[config.mk]
export PLATFORM = sky130hd
export DESIGN_NAME = qam_symbol_gen
export DESIGN_NICKNAME = d
export VERILOG_FILES = /design/src/rtl/qam_pkg.sv /design/src/rtl/qam_lfsr_step.sv /design/src/rtl/qam_symbol_gen.sv
export SDC_FILE = /design/constraint.sdc
export NUM_CORES = 1
export LEC_CHECK = 0
export BUFFER_PORTS_ARGS = -buffer_cell sky130_fd_sc_hd__buf_4
export CORE_ASPECT_RATIO = 0.6
export CORE_MARGIN = 3
export CORE_UTILIZATION = 57
export DETAILED_ROUTE_END_ITERATION = 10
export PLACE_DENSITY_LB_ADDON = 0.08
export SETUP_SLACK_MARGIN = 0.02
export SLEW_MARGIN = 20
export SYNTH_ARGS = -nofsm -noshare
export SYNTH_HDL_FRONTEND = slang
export SYNTH_HIERARCHICAL = 1
export SYNTH_SLANG_ARGS = --single-unit
[constraint.sdc]
create_clock -name i_clk -period 2.19 [get_ports i_clk]
set_clock_uncertainty 0.2 [all_clocks]
set_input_delay 0.219 -clock i_clk [delete_from_list [all_inputs] [get_ports i_clk]]
set_output_delay 0.219 -clock i_clk [all_outputs]
set_load 0.01 [all_outputs]
[src/rtl/qam_pkg.sv]
// Shared definitions for the QAM test-symbol source: FSM states, pattern modes
// and the default symbol/LFSR geometry.
package qam_pkg;

    typedef enum logic [1:0] {
        ST_IDLE = 2'd0,
        ST_SEED = 2'd1,
        ST_RUN  = 2'd2,
        ST_STOP = 2'd3
    } state_t;

    typedef enum logic [1:0] {
        MODE_PRBS  = 2'd0,
        MODE_CNT   = 2'd1,
        MODE_CONST = 2'd2,
        MODE_ALT   = 2'd3
    } mode_t;

    localparam int          DEF_SYM_BITS  = 4;
    localparam int          DEF_LFSR_LEN  = 15;
    localparam logic [14:0] DEF_LFSR_TAPS = 15'h6000;
    localparam logic [14:0] DEF_SEED      = 15'h0001;
    localparam int          DEF_CNT_W     = 16;

endpackage

[src/rtl/qam_lfsr_step.sv]
// Combinational N-step Fibonacci LFSR advance; the first bit shifted out lands
// in the MSB of o_bits.
module qam_lfsr_step #(
    parameter int             LEN  = 15,
    parameter logic [LEN-1:0] TAPS = 15'h6000,
    parameter int             N    = 4
) (
    input  logic [LEN-1:0] i_state,
    output logic [LEN-1:0] o_state,
    output logic [N-1:0]   o_bits
);

    // Unrolled shift: each iteration emits the MSB and feeds back the tap parity
    always_comb begin
        logic [LEN-1:0] w_v;
        w_v    = i_state;
        o_bits = '0;
        for (int i = 0; i < N; i++) begin
            o_bits[N-1-i] = w_v[LEN-1];
            w_v = {w_v[LEN-2:0], ^(w_v & TAPS)};
        end
        o_state = w_v;
    end

endmodule

[src/rtl/qam_symbol_gen.sv]
// Test-symbol source for the QAM mapper: PRBS / counter / constant / alternating
// symbols behind a valid/ready handshake, with start/stop control and a symbol counter.
module qam_symbol_gen
    import qam_pkg::*;
#(
    parameter int                  SYM_BITS  = DEF_SYM_BITS,
    parameter int                  LFSR_LEN  = DEF_LFSR_LEN,
    parameter logic [LFSR_LEN-1:0] LFSR_TAPS = DEF_LFSR_TAPS,
    parameter logic [LFSR_LEN-1:0] SEED      = DEF_SEED,
    parameter int                  CNT_W     = DEF_CNT_W
) (
    input  logic                i_clk,
    input  logic                i_rst_n,
    input  logic                i_enable,
    input  logic [1:0]          i_mode,
    input  logic [SYM_BITS-1:0] i_pattern,
    input  logic                i_sym_ready,
    output logic                o_sym_valid,
    output logic [SYM_BITS-1:0] o_sym_data,
    output logic [CNT_W-1:0]    o_sym_cnt,
    output logic                o_cnt_wrap,
    output logic                o_busy
);

    // An all-zero seed would lock the LFSR, so it is promoted to 1.
    localparam logic [LFSR_LEN-1:0] SEED_EFF =
        (SEED == '0) ? {{(LFSR_LEN-1){1'b0}}, 1'b1} : SEED;

    state_t                r_state;
    mode_t                 r_mode;
    logic [SYM_BITS-1:0]   r_pattern;
    logic [SYM_BITS-1:0]   r_data;
    logic [LFSR_LEN-1:0]   r_lfsr;
    logic                  r_valid;
    logic                  r_busy;
    logic                  r_wrap;
    logic [CNT_W-1:0]      r_cnt;

    logic                  w_xfer;
    logic [LFSR_LEN-1:0]   w_lfsr_in;
    logic [LFSR_LEN-1:0]   w_lfsr_next;
    logic [SYM_BITS-1:0]   w_prbs_bits;
    logic [SYM_BITS-1:0]   w_next_sym;
    logic [SYM_BITS-1:0]   w_first_sym;

    qam_lfsr_step #(
        .LEN  (LFSR_LEN),
        .TAPS (LFSR_TAPS),
        .N    (SYM_BITS)
    ) u_lfsr_step (
        .i_state (w_lfsr_in),
        .o_state (w_lfsr_next),
        .o_bits  (w_prbs_bits)
    );

    // Next-symbol selection; in SEED the stepper starts from the seed value
    always_comb begin
        w_xfer = r_valid & i_sym_ready;
        if (r_state == ST_SEED) begin
            w_lfsr_in = SEED_EFF;
        end else begin
            w_lfsr_in = r_lfsr;
        end

        case (r_mode)
            MODE_PRBS:  w_next_sym = w_prbs_bits;
            MODE_CNT:   w_next_sym = r_data + SYM_BITS'(1);
            MODE_CONST: w_next_sym = r_pattern;
            MODE_ALT:   w_next_sym = ~r_data;
            default:    w_next_sym = r_data;
        endcase

        case (mode_t'(i_mode))
            MODE_PRBS:  w_first_sym = w_prbs_bits;
            MODE_CNT:   w_first_sym = '0;
            MODE_CONST: w_first_sym = i_pattern;
            MODE_ALT:   w_first_sym = i_pattern;
            default:    w_first_sym = '0;
        endcase
    end

    // Control FSM with the output holding register and delivered-symbol counter
    always_ff @(posedge i_clk or negedge i_rst_n) begin
        if (!i_rst_n) begin
            r_state   <= ST_IDLE;
            r_mode    <= MODE_PRBS;
            r_pattern <= '0;
            r_data    <= '0;
            r_lfsr    <= SEED_EFF;
            r_valid   <= 1'b0;
            r_busy    <= 1'b0;
            r_wrap    <= 1'b0;
            r_cnt     <= '0;
        end else begin
            case (r_state)
                ST_IDLE: begin
                    if (i_enable) begin
                        r_state <= ST_SEED;
                        r_busy  <= 1'b1;
                    end
                end
                ST_SEED: begin
                    r_lfsr    <= w_lfsr_next;
                    r_mode    <= mode_t'(i_mode);
                    r_pattern <= i_pattern;
                    r_data    <= w_first_sym;
                    r_cnt     <= '0;
                    r_wrap    <= 1'b0;
                    r_valid   <= 1'b1;
                    r_state   <= ST_RUN;
                end
                ST_RUN: begin
                    if (w_xfer) begin
                        r_cnt  <= r_cnt + CNT_W'(1);
                        r_wrap <= r_wrap | (&r_cnt);
                        r_data <= w_next_sym;
                        if (r_mode == MODE_PRBS) begin
                            r_lfsr <= w_lfsr_next;
                        end
                        if (!i_enable) begin
                            r_state <= ST_IDLE;
                            r_valid <= 1'b0;
                            r_busy  <= 1'b0;
                        end
                    end else if (!i_enable) begin
                        r_state <= ST_STOP;
                    end
                end
                ST_STOP: begin
                    // The held symbol still has to be delivered before going idle.
                    if (w_xfer) begin
                        r_cnt   <= r_cnt + CNT_W'(1);
                        r_wrap  <= r_wrap | (&r_cnt);
                        r_state <= ST_IDLE;
                        r_valid <= 1'b0;
                        r_busy  <= 1'b0;
                    end
                end
                default: begin
                    r_state <= ST_IDLE;
                    r_valid <= 1'b0;
                    r_busy  <= 1'b0;
                end
            endcase
        end
    end

    assign o_sym_valid = r_valid;
    assign o_sym_data  = r_data;
    assign o_sym_cnt   = r_cnt;
    assign o_cnt_wrap  = r_wrap;
    assign o_busy      = r_busy;

endmodule

# Yosys cells after proc, flatten, opt, wreduce, memory -nomap -nowiden
# Cells that the tools add are included.
[word_totals] register_bits=46 wordCells=73
[op_classes] add_sub_neg=2 eq_ne=15 n_mux=24 bitwise_logic=3 reduce_logical=20
[op_table] operator="$reduce_xor 15->1" n=4
[op_table] operator="$mux 15" n=3
[op_table] operator="$pmux 16 s2" n=1
[op_table] operator="$pmux 15 s2" n=1
[op_table] operator="$add 16x1->16 const B" n=1
[op_table] operator="$mux 16" n=1
[op_table] operator="$pmux 4 s4" n=1
[op_table] operator="$reduce_and 16->1" n=1
[op_table] operator="$eq 2x2->1 const B" n=6
[op_table] operator="$pmux 4 s3" n=1
[op_table] operator="$mux 2" n=5
[op_table] operator="$ne 2x2->1 const B" n=5
[op_table] operator="$pmux 2 s4" n=1
[op_table] operator="$pmux 4 s2" n=1
[op_table] operator="$eq 2x1->1 const B" n=3
[op_table] operator="$logic_not 2->1" n=3
[op_table] operator="$pmux 1 s3" n=2
[op_table] operator="$reduce_and 3->1" n=2
[op_table] operator="$reduce_bool 3->1" n=2
[op_table] operator="$mux 1" n=5
[op_table] operator="$reduce_and 5->1" n=1
[op_table] operator="$add 4x1->4 const B" n=1
[op_table] operator="$mux 4" n=1
[op_table] operator="$not 4->4" n=1
[op_table] operator="8 further kinds" n=11

# Logic depth before layout (Yosys ltp)
[depth] depth_word=6 depth_mapped=8

# By module
# The synthesis kept the hierarchy.
[modules_own_cells] module="qam_symbol_gen" instances=1 cells_per_inst=223 area_per_inst_um2=2372.3 seq_area_each_um2=1152.4
[modules_own_cells] module="qam_lfsr_step" instances=1 cells_per_inst=19 area_per_inst_um2=147.6 seq_area_each_um2=0.0

# Worst setup path before layout
# Ideal clock, no wire load.
[synth_timing] path_type="reg2reg" startpoint="register r_state[1]" endpoint="register r_data[2], in the netlist o_sym_data[2]" setup_time_ns=0.118 arrival_time_ns=1.698 t_required_ns=1.872 slack_ns=0.173 path_stages_with_launch=9 cell_sequence="dfrtp_1 nand2b_1 clkbuf_1 and2_1 buf_4 nor3b_1 a211oi_1 o22ai_1 a21o_1"
[synth_between] elab_chain_len=5
[synth_lines] element="from (decl)" line_no="qam_symbol_gen.sv:29" source="state_t r_state;"
[synth_lines] element="from (signal assigned)" line_no="qam_symbol_gen.sv:85" source="r_state <= ST_IDLE;"
[synth_lines] element="from (signal assigned)" line_no="qam_symbol_gen.sv:98" source="r_state <= ST_SEED;"
[synth_lines] element="from (signal assigned)" line_no="qam_symbol_gen.sv:110" source="r_state <= ST_RUN;"
[synth_lines] element="$eq 2x1->1 *" line_no="qam_symbol_gen.sv:59" source="if (r_state == ST_SEED) begin"
[synth_lines] element="$mux 15 *" line_no="qam_symbol_gen.sv:59"
[synth_lines] element="named net w_lfsr_in[13]" line_no="qam_symbol_gen.sv:40" source="logic [LFSR_LEN-1:0] w_lfsr_in;"
[synth_lines] element="$pmux 4 s4" line_no="qam_symbol_gen.sv:65" source="case (r_mode)"
[synth_lines] element="$mux 4" line_no="qam_symbol_gen.sv:113" source="if (w_xfer) begin"
[synth_lines] element="$pmux 4 s2 *" line_no="qam_symbol_gen.sv:95" source="case (r_state)"
[synth_lines] element="to (signal assigned)" line_no="qam_symbol_gen.sv:106" source="r_data <= w_first_sym;"
[synth_lines] element="to (signal assigned)" line_no="qam_symbol_gen.sv:116" source="r_data <= w_next_sym;"
[synth_lines] element="to (decl)" line_no="qam_symbol_gen.sv:32" source="logic [SYM_BITS-1:0] r_data;"
# The timed path passes the listed nets; every way through them passes the cells marked *. The select of a mux whose other input is x is not followed.
# A chain may end at the register's enable or synchronous reset.

# Worst setup path after layout
[layout_timing] startpoint="register r_state[1]" endpoint="register r_data[1], in the netlist o_sym_data[1]"
# The elaborated chain is that of the path after synthesis.

==> metrics.csv <==
stage,metric,value,unit
status,status,"complete, no violations",
yosys,Mapped Area,0.00252,mm²
setup_path,crit start category,flip-flop,
routing,Routed WL,5310,µm
global_route,GR Overflow Total,0,
setup_path,CP Capture Type,flip-flop,
floorplanning,Die H,57.5,µm
finish,finished layout cell area,0.00292,mm²
worst_hold_path,min-delay worst type,in -> reg,
setup_path,critical path startpoint,r_state[1],
finish,share of cells above drive strength 1,0.278,
setup_path,CP Data Arrival Time,1.85,ns
setup_path,Setup crit end,o_sym_data[1],
clocking,cts hold-fix bufs,6,
finish,antenna cells,0,
power,Leakage,1.43,nW
global_route,Total GRT Usage,0.219,
clocking,"Clk Latency, worst-skew pair",0.30,ns
timing,Fmax,535,MHz
routing,final antenna-violating net count,0,
yosys,Post-synth EDFFs,0,
floorplanning,FP Rows,18,
timing,Final TNS setup,0,ns
routing,drt first pass iters,4,
global_route,grt met1 use,0.364,
yosys,synth top area cells,"dfrtp_1, mux2_4, mux2_2, buf_4, o21ai_0",
timing,count of final max-slew check failures,0,
setup_path,worst setup path class,reg -> reg,
place,Buffers on Ports,32,
timing,Hold Fails Final Rpt,0,
power,Seq pwr share,0.406,
yosys,sequential-to-total area share from yosys stat,0.457,
routing,initial drt markers,210,
global_route,GR Util met2,0.263,
yosys,Mapped Nets,254,
global_route,met3 Use GR,0.0580,
setup_path,"critical path fanouts, max",9,
routing,WL/cell,15.9,µm
power,Net Sw Frac,0.346,
timing,Final setup viols,0,
global_route,initial antenna violation count,0,
clocking,# Post-CTS Setup Buffers,0,
timing,Rel. slew slack,0.609,
finish,nets,284,
power,Psw,0.00114,W
yosys,post-synth top area cell,dfrtp_1,
setup_path,R2R cell count,5,
run,Max-Cap Viols,0,
setup_path,"Data required, critical path",2.17,ns
setup_path,r2r setup slk,0.32,ns
global_route,global-route layer with the greatest usage,met1,
place,placed cell areas,0.00275,mm²
yosys,"Primary FF master, synth",dfrtp_1,
clocking,Max Root-Sink Buffers,2,
global_route,vias in the first global route,1736,
clocking,TritonCTS buffer count,5,
clocking,CTS root buf,clkbuf_8,
place,placed wire-length estimate,3770,µm
floorplanning,die extent in x,91.8,µm
finish,multi-input logic area,0.00119,mm²
routing,DR vias,1928,
yosys,Yosys Warn Count,6,
finish,Layout area overhead,15.8,%
global_route,first-pass GRT wire length,9000,µm
setup_path,launch point of the worst reg-to-reg path,r_state[1],
clocking,clock sinks,46,
floorplanning,initial core utilization,0.602,
power,peak supply drop,0.478,mV
floorplanning,core area,0.00419,mm²
yosys,post-synth cell types,50,
power,part of the power in combinational logic,0.404,
power,Pint,0.00215,W
floorplanning,die footprint,0.00528,mm²
routing,DRC viols,0,
power,PD cells,1130,mW/mm²
timing,fin crit share,0.854,
timing,minimum clock period,1.87,ns
place,Placer Congestion,0.883,
finish,fillers,316,
timing,Slew @ Worst Pin,0.586,ns
clocking,TritonCTS clock tree,built,
global_route,largest net degree at the start of global routing,47,
setup_path,capturing point of the worst reg2reg path,o_sym_data[1],
floorplanning,# IOs,33,
timing,RSZ-0062 raised after global routing,false,
yosys,async set-reset flop share out of synthesis,1.00,
routing,Vias/cell,5.79,
clocking,H-tree depth,2,
clocking,"Clk pin slew, worst setup/hold paths",0.09,ns
yosys,syn_area_per_cell,10.4,µm²
clocking,post-cts resize count,0,
finish,register area,0.00115,mm²
yosys,synthesized instance count,242,
power,clock share of power,0.190,
yosys,synthesis-stage register bit count,46,
yosys,Synth top area share,0.447,
-- synthesized netlist by cell type (2+ instances only) --
cell type,n
clkbuf_1,7
o22ai_1,2
a221oi_1,2
inv_1,3
buf_4,16
and2_1,14
a31oi_1,3
o21ai_0,21
o311ai_0,2
mux2_4,10
nand4_1,3
and3_1,5
nor3_1,5
a21oi_1,7
dfrtp_1,45
and4_1,2
nand2b_1,3
ha_1,2
mux2i_1,4
nand3_1,8
a21o_1,3
xor2_1,4
a41oi_1,2
nand2_1,25
nor2_1,8
mux2_2,12
-- area by class of cell --
| class | instances | area share |
|---|---|---|
| Inverter | 3 | 0.00386 |
| Multi-Input combinational cell | 167 | 0.408 |
| Tap cell | 60 | 0.0257 |
| Clock buffer | 7 | 0.0262 |
| Clock inverter | 1 | 0.0103 |
| Timing Repair Buffer | 49 | 0.131 |
| Sequential cell | 46 | 0.395 |
-- sequential cells by signal, indices dropped and copies added, names as in the netlist --
name / flops
o_busy: 1
o_cnt_wrap: 1
o_sym_cnt: 16
o_sym_data: 4
o_sym_valid: 1
r_lfsr: 15
r_mode: 2
r_pattern: 4
r_state: 2
-- routing by layer --
| layer | vias to the layer above | wire (µm) | part of all wire |
|---|---|---|---|
| met4 | 0 | 29 | 0.0055 |
| met3 | 7 | 437 | 0.082 |
| met1 | 910 | 2770 | 0.52 |
| met2 | 83 | 2070 | 0.39 |
| li1 | 928 | - | - |
| met5 | - | 0 | 0 |
-- worst min-delay path by stage --
stage / start / endpoint / slack [ns] / cells after the start
global route: i_mode[1] / r_mode[1] / 0.02 / 2
finish: i_enable / o_busy / 0.03 / 3
CTS: i_mode[1] / r_mode[1] / 0.02 / 2
detailed placement: i_rst_n / o_sym_cnt[7] / 0.06 / 1
global placement: i_rst_n / o_sym_cnt[7] / 0.06 / 1
floorplan: i_rst_n / o_busy / -0.28 / 0
-- critical path: stages (launching register included) --
cell	delay [ns]
dfrtp_1	0.38
nand2b_1	0.27
and2_1	0.29
mux4_2	0.47
nand2_1	0.09
a21oi_1	0.06
-- through the flow --
stage | instances | power, W | utilization | setup slack, ns | hold WS [ns]
2_1_floorplan | 242 | 0.00232 | - | 0.173 | -0.277
3_3_place_gp | 319 | 0.00265 | 0.657 | 0.386 | 0.0606
3_5_place_dp | 319 | 0.00266 | 0.657 | 0.341 | 0.0620
4_1_cts | 333 | 0.00330 | 0.697 | 0.324 | 0.0219
5_1_grt | 333 | 0.00352 | 0.697 | 0.196 | 0.0236
6_report | 333 | 0.00329 | 0.697 | 0.319 | 0.0269
-- cell usage in the layout (no fill, tap or decap), types with 2 or more instances in the layout --
cell type | Yosys | final
ha_1 | 2 | 2
dlygate4sd3_1 | 0 | 6
o21ai_0 | 21 | 21
and4_1 | 2 | 2
a21o_1 | 3 | 3
nand2_1 | 25 | 25
mux2i_1 | 4 | 4
nand4_1 | 3 | 3
a41oi_1 | 2 | 2
a21oi_1 | 7 | 7
and2_1 | 14 | 14
a31oi_1 | 3 | 3
nor3_1 | 5 | 5
a221oi_1 | 2 | 2
o311ai_0 | 2 | 2
buf_4 | 16 | 43
xor2_1 | 4 | 4
nand2b_1 | 3 | 3
nor2_1 | 8 | 8
clkbuf_8 | 0 | 5
nand3_1 | 8 | 8
mux2_2 | 12 | 12
clkbuf_1 | 7 | 2
and3_1 | 5 | 5
dfrtp_1 | 45 | 45
mux2_4 | 10 | 10
o22ai_1 | 2 | 2
inv_1 | 3 | 3
-- cells by family (layout without fill, tap and decap cells) --
family,count (synthesis),after routing,share of synthesized area
mux,27,27,0.138
xor+xnor,5,5,0.0174
fa+ha+maj,2,2,0.00993
flops,46,46,0.457
simple gates,78,78,0.159
buf+inv,29,60,0.0705
compound gates,55,55,0.148
-- power by group through the flow --
stage / sequential, W / combinational (W) / clock (W)
floorplan: 0.00136 / 0.000964 / 0
global placement: 0.00134 / 0.00130 / 0
detailed placement: 0.00135 / 0.00131 / 0
CTS: 0.00133 / 0.00133 / 0.000637
global route: 0.00138 / 0.00147 / 0.000672
finish: 0.00133 / 0.00133 / 0.000626
No activity file was read; power rests on OpenSTA's default activity.
